==> src/rtl/mem_arb_pkg.sv <==
// Shared types and constants for the CPU/DMA system-RAM arbiter.
package mem_arb_pkg;

    localparam int unsigned ADDR_W = 16;
    localparam int unsigned DATA_W = 8;

    typedef logic [0:0] arb_state_t;
    localparam arb_state_t ARB      = 1'b0;
    localparam arb_state_t LOCKED_B = 1'b1;

    localparam logic PORT_A = 1'b0;
    localparam logic PORT_B = 1'b1;

    typedef struct packed {
        logic valid;
        logic port;
    } rd_tag_t;

endpackage

==> src/rtl/mem_arb_starve_ctr.sv <==
// Saturating event counter with synchronous clear; flags when it sits at LIMIT
// (or at LIMIT-1 when EARLY is set, so the caller can act on the final increment).
module mem_arb_starve_ctr #(
    parameter int unsigned LIMIT = 4,
    parameter bit          EARLY = 1'b0
) (
    input  logic CLK,
    input  logic RESET_N,
    input  logic clr,
    input  logic inc,
    output logic hit_c
);

    localparam int unsigned CNT_W = $clog2(LIMIT + 1);
    localparam int unsigned CMP   = EARLY ? LIMIT - 1 : LIMIT;

    logic [CNT_W-1:0] cnt_q;

    always_ff @(posedge CLK or negedge RESET_N) begin
        if (!RESET_N) begin
            cnt_q <= '0;
        end else if (clr) begin
            cnt_q <= '0;
        end else if (inc && (cnt_q != CNT_W'(LIMIT))) begin
            cnt_q <= cnt_q + CNT_W'(1);
        end
    end

    assign hit_c = (cnt_q == CNT_W'(CMP));

endmodule

==> src/rtl/mem_arbiter.sv <==
// Shares the single-port 64K x 8 RAM between the CPU (port A) and DMA (port B):
// fixed CPU priority, DMA starvation guard, bounded DMA lock bursts, read-data return tag.
module mem_arbiter
    import mem_arb_pkg::*;
#(
    parameter int unsigned MAX_WAIT  = 4,
    parameter int unsigned MAX_BURST = 16
) (
    input  logic        CLK,
    input  logic        RESET_N,
    input  logic        AReq,
    input  logic        AWE,
    input  logic [15:0] AAddr,
    input  logic [7:0]  ADataIn,
    output logic        AGnt,
    output logic [7:0]  AData,
    output logic        AValid,
    input  logic        BReq,
    input  logic        BWE,
    input  logic [15:0] BAddr,
    input  logic [7:0]  BDataIn,
    input  logic        BLock,
    output logic        BGnt,
    output logic [7:0]  BData,
    output logic        BValid,
    output logic        MemWE,
    output logic [15:0] MemAddr,
    output logic [7:0]  MemDataIn,
    input  logic [7:0]  MemDataOut
);

    arb_state_t        state_q;
    arb_state_t        state_d;
    rd_tag_t           tag_q;
    rd_tag_t           tag_d;
    logic [ADDR_W-1:0] addr_q;
    logic [DATA_W-1:0] din_q;
    logic              starve_hit;
    logic              burst_pre_hit;
    logic              burst_full;

    // Grant, next state, RAM mux and read tag; grants are held off during reset.
    always_comb begin
        AGnt       = 1'b0;
        BGnt       = 1'b0;
        burst_full = 1'b0;
        state_d    = state_q;
        MemWE      = 1'b0;
        MemAddr    = addr_q;
        MemDataIn  = din_q;
        tag_d      = '0;

        if (RESET_N) begin
            if (state_q == LOCKED_B) begin
                BGnt = BReq;
            end else begin
                BGnt = BReq & (starve_hit | ~AReq);
                AGnt = AReq & ~BGnt;
            end
        end

        // This grant is the last one the lock may take while the CPU waits.
        burst_full = BGnt & AReq & burst_pre_hit;

        case (state_q)
            ARB: begin
                if (BGnt && BLock && !burst_full) begin
                    state_d = LOCKED_B;
                end
            end
            LOCKED_B: begin
                if (!BReq || (BGnt && (!BLock || burst_full))) begin
                    state_d = ARB;
                end
            end
            default: state_d = ARB;
        endcase

        if (AGnt) begin
            MemWE      = AWE;
            MemAddr    = AAddr;
            MemDataIn  = ADataIn;
            tag_d.valid = ~AWE;
            tag_d.port  = PORT_A;
        end else if (BGnt) begin
            MemWE      = BWE;
            MemAddr    = BAddr;
            MemDataIn  = BDataIn;
            tag_d.valid = ~BWE;
            tag_d.port  = PORT_B;
        end
    end

    always_ff @(posedge CLK or negedge RESET_N) begin
        if (!RESET_N) begin
            state_q <= ARB;
            tag_q   <= '0;
            addr_q  <= '0;
            din_q   <= '0;
        end else begin
            state_q <= state_d;
            tag_q   <= tag_d;
            addr_q  <= MemAddr;
            din_q   <= MemDataIn;
        end
    end

    mem_arb_starve_ctr #(
        .LIMIT (MAX_WAIT),
        .EARLY (1'b0)
    ) u_starve_ctr (
        .CLK     (CLK),
        .RESET_N (RESET_N),
        .clr     (BGnt | ~BReq),
        .inc     (BReq & ~BGnt),
        .hit_c   (starve_hit)
    );

    mem_arb_starve_ctr #(
        .LIMIT (MAX_BURST),
        .EARLY (1'b1)
    ) u_burst_ctr (
        .CLK     (CLK),
        .RESET_N (RESET_N),
        .clr     (state_d == ARB),
        .inc     (BGnt & AReq),
        .hit_c   (burst_pre_hit)
    );

    // The RAM output register is the read pipeline; the tag only steers Valid.
    assign AData  = MemDataOut;
    assign BData  = MemDataOut;
    assign AValid = tag_q.valid & (tag_q.port == PORT_A);
    assign BValid = tag_q.valid & (tag_q.port == PORT_B);

endmodule
==> config.mk <==
export PLATFORM = sky130hd
export DESIGN_NAME = mem_arbiter
export DESIGN_NICKNAME = d
export VERILOG_FILES = /design/src/rtl/mem_arb_pkg.sv /design/src/rtl/mem_arb_starve_ctr.sv /design/src/rtl/mem_arbiter.sv
export SDC_FILE = /design/constraint.sdc
export NUM_CORES = 1
export LEC_CHECK = 0
export ABC_AREA = 1
export ABC_CLOCK_PERIOD_IN_PS = 1990
export CORE_UTILIZATION = 39
export DETAILED_ROUTE_END_ITERATION = 8
export PLACE_DENSITY = 0.8
export SKIP_CTS_REPAIR_TIMING = 1
export SYNTH_ARGS = -nofsm -noshare
export SYNTH_HDL_FRONTEND = slang
export SYNTH_SLANG_ARGS = --single-unit
==> constraint.sdc <==
create_clock -name CLK -period 1.99 [get_ports CLK]
set_input_delay 0.4975 -clock CLK [delete_from_list [all_inputs] [get_ports CLK]]
set_output_delay 0.4975 -clock CLK [all_outputs]
set_load 0.005 [all_outputs]
After elaboration in Yosys (flattened, before gate mapping)
Cells that the tools add are included.
{ "totals": {"ff_bits": 35, "latchBits": 0, "ramBits": 0, "romBits": 0, "input_bits": 63, "out_inout_bits": 45, "word_cells": 61, "n_memories": 0} }
{ "classes": {"n_addsub": 2, "n_mul": 0, "div": 0, "n_lt_le_gt_ge": 0, "eq_ne": 5, "shift": 0, "muxes": 19, "n_bitwise": 17, "reduce_logical": 11} }
{ "op_table": {"columns": ["cell", "count"], "rows": [
  ["$mux W16", 2],
  ["$mux W8", 2],
  ["$mux W5", 2],
  ["$mux W1", 8],
  ["$not A1 Y1", 8],
  ["$and A1 B1 Y1", 7],
  ["$mux W3", 2],
  ["$add A5 B1 Y5 const B", 1],
  ["$eq A5 B4 Y1 const B", 1],
  ["$logic_and A1 B1 Y1", 5],
  ["$ne A5 B5 Y1 const B", 1],
  ["$mux W2", 2],
  ["$add A3 B1 Y3 const B", 1],
  ["$eq A3 B3 Y1 const B", 1],
  ["$logic_not A1 Y1", 3],
  ["$ne A3 B3 Y1 const B", 1],
  ["$logic_or A1 B1 Y1", 2],
  ["$ne A2 B1 Y1 const B", 1],
  ["$or A1 B1 Y1", 2],
  ["$pmux W1 S2", 1],
  ["$reduce_bool A2 Y1", 1]
]} }

Depth between registers and ports, before layout
Gate-level depths: netlist (run 1).
{ "depth": {"depth_word": 13, "mapped_depth": 10, "mapped_depth_nobuf": 9} }

Modules after synthesis
From an unflattened synthesis (run 1), not the netlist that was laid out.
{ "unflattened": {"hier_cells": 319, "hier_area_um2": 2252.2} }
{ "modules_own_cells": {"columns": ["mod", "n_inst", "cells_per_inst", "area_each_um2", "seq_area_each_um2"], "rows": [
  ["mem_arbiter", 1, 252, 1734.2, 675.6],
  ["mem_arb_starve_ctr at u_burst_ctr", 1, 42, 332.8, 125.1],
  ["mem_arb_starve_ctr at u_starve_ctr", 1, 25, 185.2, 75.1]
]} }

Least setup slack after synthesis (run 1)
No wires, ideal clock.
{ "synth_timing": {"kind": "register -> output", "from": "reg u_starve_ctr.cnt_q[0]", "to": "out MemDataIn[0]", "t_arrival_ns": 1.366, "t_required_ns": 1.492, "slack_ns": 0.127, "path_stages_with_launch": 9, "n_path_buf": 1, "path_cell_list": "dfrtp_1 > inv_1 > ha_1 > nand2_2 > nand3_4 > nand3_4 > buf_4 > nor2_1 > o21ai_0"} }
{ "synth_between": {"elab_chain_len": 8, "elab_cells_between_ends": 11, "cone_classes": "1 x eq/ne; 6 x mux; 4 x bitwise"} }
{ "synth_rtl": {"columns": ["element", "line", "rtl"], "rows": [
  ["from (decl)", "mem_arb_starve_ctr.sv:17", "logic [CNT_W-1:0] cnt_q;"],
  ["from (signal assigned)", "mem_arb_starve_ctr.sv:25", "cnt_q <= cnt_q + CNT_W'(1);"],
  ["$eq A3 B3 Y1 *", "mem_arb_starve_ctr.sv:29", "assign hit_c = (cnt_q == CNT_W'(CMP));"],
  ["$or A1 B1 Y1 *", "mem_arbiter.sv:57", "BGnt = BReq & (starve_hit | ~AReq);"],
  ["$and A1 B1 Y1 *", "mem_arbiter.sv:57", null],
  ["$not A1 Y1", "mem_arbiter.sv:58", "AGnt = AReq & ~BGnt;"],
  ["$and A1 B1 Y1", "mem_arbiter.sv:58", null],
  ["$mux W1", "mem_arbiter.sv:54", "if (state_q == LOCKED_B) begin"],
  ["$mux W1", "mem_arbiter.sv:53", "if (RESET_N) begin"],
  ["$mux W8 *", "mem_arbiter.sv:79", "if (AGnt) begin"],
  ["to (decl)", "mem_arbiter.sv:28", "output logic [7:0] MemDataIn,"]
]} }
Mark *: on every way between the ends. The rest lies on a longest branch, timed or not.

Final worst setup path (run 1)
{ "layout_timing": {"from": "reg u_starve_ctr.cnt_q[0]", "to": "out MemAddr[13]"} }
{ "layout_between": {"elab_chain_len": 8, "elab_cells_between_ends": 11, "cone_classes": "1 x eq/ne; 6 x mux; 4 x bitwise"} }
{ "layout_rtl": {"columns": ["element", "line", "rtl"], "rows": [
  ["$eq A3 B3 Y1 *", "mem_arb_starve_ctr.sv:29", null],
  ["$or A1 B1 Y1 *", "mem_arbiter.sv:57", null],
  ["$and A1 B1 Y1 *", "mem_arbiter.sv:57", null],
  ["$not A1 Y1", "mem_arbiter.sv:58", null],
  ["$and A1 B1 Y1", "mem_arbiter.sv:58", null],
  ["$mux W1", "mem_arbiter.sv:54", null],
  ["$mux W1", "mem_arbiter.sv:53", null],
  ["$mux W16 *", "mem_arbiter.sv:79", null],
  ["to (decl)", "mem_arbiter.sv:27", "output logic [15:0] MemAddr,"]
]} }
Marks and branches as above.

==> reports/qor.csv, run 1 <==
stage,metric,value,unit
yosys,syn_inst,271,
critical_path,reg2reg_slack,0.11,ns
critical_path,startpoint_type,flip-flop,
finish,final_cell_mix,"66 x nand2_1, 53 x clkdlybuf4s50_1, 39 x buf_4, 35 x inv_1, 35 x dfrtp_1",
place,portBuffers,83,
routing,viasPerCell,4.64,
die,die_x,74.2,um
routing,drt-total-wl,5.97,mm
yosys,synth-main-ff-cell,dfrtp_1,
timing,maxSlewViolCount,0,
power,power-per-cell-area,669,mW/mm2
yosys,yosysUniqueCellTypes,22,
finish,drive_above_1_share,36.4,%
routing,firstDrtPassIters,4,
routing,drc,0,
global_routing,grt_pass1_vias,1855,
place,post_dp_cell_area,0.00302,mm2
timing,fin_skew,0.0118,ns
yosys,avgSynthCellArea,7.51,um2
clock_tree,cts_sinks,35,
yosys,synthArstFlopShare,100,%
routing,num_vias,2122,
critical_path,path_cells,inv_2 -> ha_4 -> nand2_4 -> nand3_4 -> nand3_4 -> buf_4 -> clkbuf_16 -> nand2_1 -> nand2_1 -> o21ai_2 -> clkbuf_2,
timing,min_period_over_period,121,%
timing,maxSlewHeadroom,69.2,%
timing,fmax,415,MHz
critical_path,rr_startpoint,u_starve_ctr.cnt_q[0],
clock_tree,cts_buffers,5,
yosys,synth_area,0.00203,mm2
critical_path,timing.critical_path.from,u_starve_ctr.cnt_q[0],
place,hpwl,3.61,mm
critical_path,crit_path_end,MemAddr[13],
critical_path,critical_path_class,reg -> out,
global_routing,grt_pass1_wl,7.85,mm
die,die_h,74.2,um
critical_path,slowest_delay,0.39,ns
global_routing,grt_use_total,18.6,%
die,start_util,41.7,%
timing,setup_viol,26,
yosys,ys_seq_area_share,43.1,%
timing,worst_pin_slew,0.462,ns
die,core-area,0.00488,mm2
timing,timing.final.ws_setup,-0.422,ns
finish,nets,457,
critical_path,r2r-end,u_burst_ctr.cnt_q[2],
timing,finalCriticalPeriod,2.41,ns
routing,drtIter0Drc,59,
critical_path,crit_fanout,11,
clock_tree,clock_path_buffers,2,
status,violations,negative setup slack,
place,place_congestion,0.804,
clock_tree,cts_tree,done,
finish,final_area,0.00343,mm2
finish,final_common_cell,nand2_1,
critical_path,crit_family,buffers and inverters,
yosys,yosysWarnings,0,
global_routing,grt_overflow_total,0,
power,leakage,1.86,nW
critical_path,cp_data_arrival_time,1.91,ns
status,outcome,"finished, violations left",
routing,wl_per_cell,13.1,um
clock_tree,clk_pin_slew,0.08,ns
critical_path,worst-r2r-cell-count,12,
critical_path,cp_num_cells,11,
min_path,min_path_type,in -> async,
yosys,synth_edf_count,0,
critical_path,crit_buf_inv,4,
finish,n_antenna_cell,0,
yosys,synth_nets,339,
clock_tree,cts.htree.levels,2,
routing,final_antenna_net_count,0,
die,pin_count,108,
yosys,synth-seq-cells,35,
place,pre_cts_ws,-0.801,ns
die,dieArea,0.00551,mm2
critical_path,critPathRequiredTime,1.49,ns
critical_path,critPathCaptureType,output pin,
clock_tree,cts_root_buf,clkbuf_8,
timing,hold_viol,0,
power,peakVddDrop,0.413,mV
global_routing,grt_max_degree,38,
finish,syn2layout_area_growth,68.8,%
die,fp-row-count,25,
clock_tree,clk_latency,0.29,ns
run,maxCapViolCount,0,
global_routing,antenna_found_initial,0,
critical_path,crit_slowest_cell,dfrtp_1,
timing,rsz0062_at_grt,true,
-- final cells by class --
cell class              instances  area [um2]
fillers                       399        1450
multi-input cells             171         987
well taps                      67        83.8
clock inverters                 2        12.5
inverters                      39         146
clock buffers                   6        72.6
flip-flops and latches         35         876
repair buffers                137        1250
-- how the worst min path moves through the flow --
| stage | end | slack (ns) |
|---|---|---|
| 2_1_floorplan | addr_q[0] | 0.20 |
| 3_3_place_gp | u_burst_ctr.cnt_q[4] | 0.51 |
| 3_5_place_dp | u_burst_ctr.cnt_q[4] | 0.52 |
| 4_1_cts | addr_q[14] | 0.32 |
| 5_1_grt | addr_q[14] | 0.34 |
| 6_report | addr_q[14] | 0.30 |
-- synth_stat cells, types with 2 or more instances --
| master | instances | area share, % |
|---|---|---|
| nand2_1 | 86 | 16 |
| inv_1 | 38 | 7.0 |
| dfrtp_1 | 35 | 43 |
| nor2_1 | 25 | 4.6 |
| buf_4 | 20 | 7.4 |
| o21ai_1 | 20 | 4.9 |
| nand3_1 | 15 | 3.7 |
| ha_1 | 5 | 3.1 |
| a21oi_1 | 3 | 0.74 |
| buf_2 | 3 | 0.74 |
| buf_6 | 3 | 1.7 |
| xor2_1 | 3 | 1.3 |
| and3_1 | 2 | 0.61 |
| nand2_2 | 2 | 0.61 |
| nand3_4 | 2 | 1.7 |
| o211ai_1 | 2 | 0.74 |
| o21ai_0 | 2 | 0.49 |
-- registers in the layout, indices dropped and copies added, names as in the netlist --
name                count
u_starve_ctr.cnt_q      3
addr_q                 16
tag_q                   2
state_q                 1
din_q                   8
u_burst_ctr.cnt_q       5
-- kinds of logic after synthesis --
group                      synth area share [%]
and+or+nand+nor                            28.0
adders and majority gates                  3.08
xor gates and xnor gates                   1.72
AOI/OAI and AO/OA                          7.20
buffers and inverters                      17.0
DFF                                        43.1
-- routing by layer --
layer  GRT usage [%]  up-vias  wire (um)
met5               0        -          0
met4            5.24        0         79
li1                -     1045          -
met3            5.96       10        424
met1            21.3      992       2390
met2            33.2       75       3080
-- stage by stage --
stage,util [%],hold WS (ns),TNS [ns],power (mW),cells
floorplan,-,0.202,0,1.19,271
global route,70.4,0.343,-10.50,2.44,457
finish,70.4,0.305,-8.27,2.30,457
detailed placement,61.9,0.522,-20.31,1.67,427
CTS,63.7,0.320,-20.66,2.19,435
global placement,61.9,0.509,-20.06,1.65,427
-- power breakdown --
group	internal (mW)	total (mW)	switching [mW]
Sequential	0.821	0.857	0.0355
Combinational	0.512	0.931	0.419
Clock	0.245	0.509	0.264
No activity file was read; power rests on OpenSTA's default activity.
==> run 2, diff against run 1 <==
Settings changed: CAP_MARGIN from default to 40, CORE_UTILIZATION 39 to 41, PLACE_DENSITY 0.8 to 0.81, SYNTH_HIERARCHICAL from default to 1.
==> reports/qor.csv, run 2 <==
stage,metric,value,unit
place,hpwl,4.29,mm
timing,rsz0062_at_grt,true,
yosys,synth_area,0.00225,mm2
yosys,ys_top_cells_by_count,"95 x nand2_1, 68 x inv_1, 57 x nand3_1",
global_routing,grt_max_degree,27,
finish,final_cell_mix,"63 x inv_1, 62 x nand2_1, 53 x clkdlybuf4s50_1, 49 x nand3_1, 37 x buf_4",
yosys,synthTopCellsByArea,"dfrtp_1 39%, nand2_1 16%, nand3_1 13%",
critical_path,critPathRequiredTime,1.49,ns
clock_tree,cts.htree.levels,2,
timing,maxSlewViolCount,0,
global_routing,grt_pass1_wl,9.67,mm
yosys,yosys.area.top_type,dfrtp_1,
die,die_h,76.1,um
critical_path,crit_fanout,8,
power,intPower,1.60,mW
place,post_dp_cell_area,0.00325,mm2
global_routing,grt_util_met3,4.07,%
finish,n_antenna_cell,0,
finish,top_register,addr_q,
critical_path,worst-r2r-cell-count,14,
global_routing,grt_use_met2,37.6,%
critical_path,cp_data_arrival_time,1.86,ns
yosys,yosysMostFrequentCell,nand2_1,
place,dp_cells,479,
finish,final_area,0.00362,mm2
routing,firstDrtPassIters,4,
clock_tree,cts_root_buf,clkbuf_8,
power,peakVddDrop,0.408,mV
yosys,syn_inst,319,
global_routing,antenna_found_initial,0,
routing,drc,0,
finish,syn2layout_area_growth,60.7,%
yosys,synth-seq-cells,35,
power,pwr-share-comb,35.1,%
timing,finalCriticalPeriod,2.35,ns
clock_tree,clock_path_buffers,2,
place,place_congestion,0.788,
die,fp-row-count,26,
finish,fin_util,69.5,%
critical_path,critPathCaptureType,output pin,
yosys,synth_edf_count,0,
critical_path,rr_startpoint,u_starve_ctr/cnt_q[0],
yosys,synth_nets,387,
global_routing,busiest_layer,met2,
routing,viasPerCell,4.68,
critical_path,critical_path_class,reg -> out,
routing,wl_per_cell,12.9,um
global_routing,met1_usage,23.7,%
routing,num_vias,2357,
timing,setup_viol,27,
global_routing,grt_use_total,20.5,%
clock_tree,clk_pin_slew,0.07,ns
power,clockPowerShare,28.4,%
place,portBuffers,83,
power,power.total,2.26,mW
critical_path,startpoint_type,flip-flop,
die,die_x,76.1,um
status,outcome,"finished, violations left",
critical_path,r2r-end,u_burst_ctr/cnt_q[3],
timing,worst_pin_slew,0.273,ns
die,dieArea,0.00579,mm2
power,p_sw,0.663,mW
routing,drtIter0Drc,90,
yosys,yosysWarnings,6,
clock_tree,cts_buffers,5,
clock_tree,clk_latency,0.29,ns
global_routing,grt_overflow_total,0,
power,leakage,2.03,nW
yosys,synthArstFlopShare,100,%
clock_tree,cts_sinks,35,
finish,drive_above_1_share,33.4,%
clock_tree,cts_tree,done,
yosys,synthDominantCellAreaShare,38.9,%
finish,largest_register_ffs,16,
timing,min_period_over_period,118,%
yosys,avgSynthCellArea,7.06,um2
min_path,min_path_type,in -> async,
routing,final_antenna_net_count,0,
finish,final_common_cell,inv_1,
power,seqPwrFrac,36.6,%
yosys,synth-main-ff-cell,dfrtp_1,
die,pin_count,108,
timing,hold_slack,0.0201,ns
die,core-area,0.00520,mm2
timing,timing.final.ws_setup,-0.363,ns
timing,maxSlewHeadroom,81.8,%
run,maxCapViolCount,0,
routing,drt-total-wl,6.52,mm
power,netSwitchingFraction,29.3,%
yosys,ys_seq_area_share,38.9,%
global_routing,grt_pass1_vias,2275,
finish,layout.cells.non_filler,504,
finish,reg_top3,"addr_q (16), din_q (8), u_burst_ctr/cnt_q (5)",
critical_path,reg2reg_slack,0.08,ns
status,violations,negative setup slack,
die,start_util,43.3,%
power,power-per-cell-area,626,mW/mm2
timing,hold_viol,0,
timing,fin_skew,0.00376,ns
yosys,yosysUniqueCellTypes,22,
finish,nets,501,
timing,fmax,425,MHz
[run 2: worst max-delay path by stage]
stage                                      from           end  slack (ns)  cells after the start
after floorplan           u_starve_ctr/cnt_q[0]    MemAddr[0]        0.14                     10
after global placement                     AReq  MemDataIn[3]       -0.73                      8
after detailed placement                   AReq  MemDataIn[0]       -0.78                      8
after CTS                 u_starve_ctr/cnt_q[0]    MemAddr[2]       -0.79                     11
after global routing      u_starve_ctr/cnt_q[1]    MemAddr[5]       -0.46                     12
final                     u_starve_ctr/cnt_q[0]    MemAddr[5]       -0.36                     12
[run 2: per-stage QoR]
| stage | setup TNS (ns) | worst slack [ns] |
|---|---|---|
| 3_5_place_dp | -20.19 | -0.775 |
| 3_3_place_gp | -19.19 | -0.726 |
| 5_1_grt | -10.69 | -0.455 |
| 6_report | -7.83 | -0.363 |
| 2_1_floorplan | 0 | 0.137 |
| 4_1_cts | -20.26 | -0.787 |
[run 2: logic make-up (layout without fill, tap and decap cells)]
family          after synthesis  after routing  synth area share (%)
compound gates                2              2                 0.444
buf+inv                      99            214                  21.6
simple gates                177            177                  35.9
fa+ha+maj                     5              5                  2.78
xor+xnor                      1              1                 0.389
flops                        35             35                  38.9
[run 2: critical path, cell delays in order (launching register included)]
cell and delay [ns]:
dfrtp_1 0.40, inv_2 0.07, ha_2 0.19, nand2_2 0.07, inv_2 0.07, inv_2 0.05
nand3_4 0.09, nand2_4 0.10, clkbuf_16 0.18, nand2_1 0.06, nand3_1 0.07, nand2_1 0.10
buf_2 0.12
[run 2: power groups by stage]
stage	Sequential (mW)	Clock (mW)	Combinational [mW]
after detailed placement	0.843	0	0.714
after global placement	0.838	0	0.700
after global routing	0.836	0.685	0.870
after CTS	0.829	0.652	0.719
final	0.828	0.642	0.794
after floorplan	0.836	0	0.302
[run 2: final cells by class]
type	count	area, um2
Clock buffer	5	68.8
Inverter	72	288
Tap cell	70	87.6
Fill cell	426	1590
Sequential cell	35	876
Timing Repair Buffer	133	1210
Timing Repair inverter	1	8.76
Clock inverter	3	43.8
Multi-Input combinational cell	185	1030
[run 2: layer usage]
metal	vias to the layer above	routed length, um
met1	1090	2620
li1	1177	-
met2	81	3430
met5	-	0
met4	0	64
met3	9	393
==> run 3, diff against run 2 <==
Settings changed: CTS_BUF_LIST from default to sky130_fd_sc_hd__clkbuf_8 sky130_fd_sc_hd__clkbuf_16, CTS_CLUSTER_SIZE from default to 10.
==> results of run 3 <==
The final DEF is identical to that of run 2; final timing and power are the same.
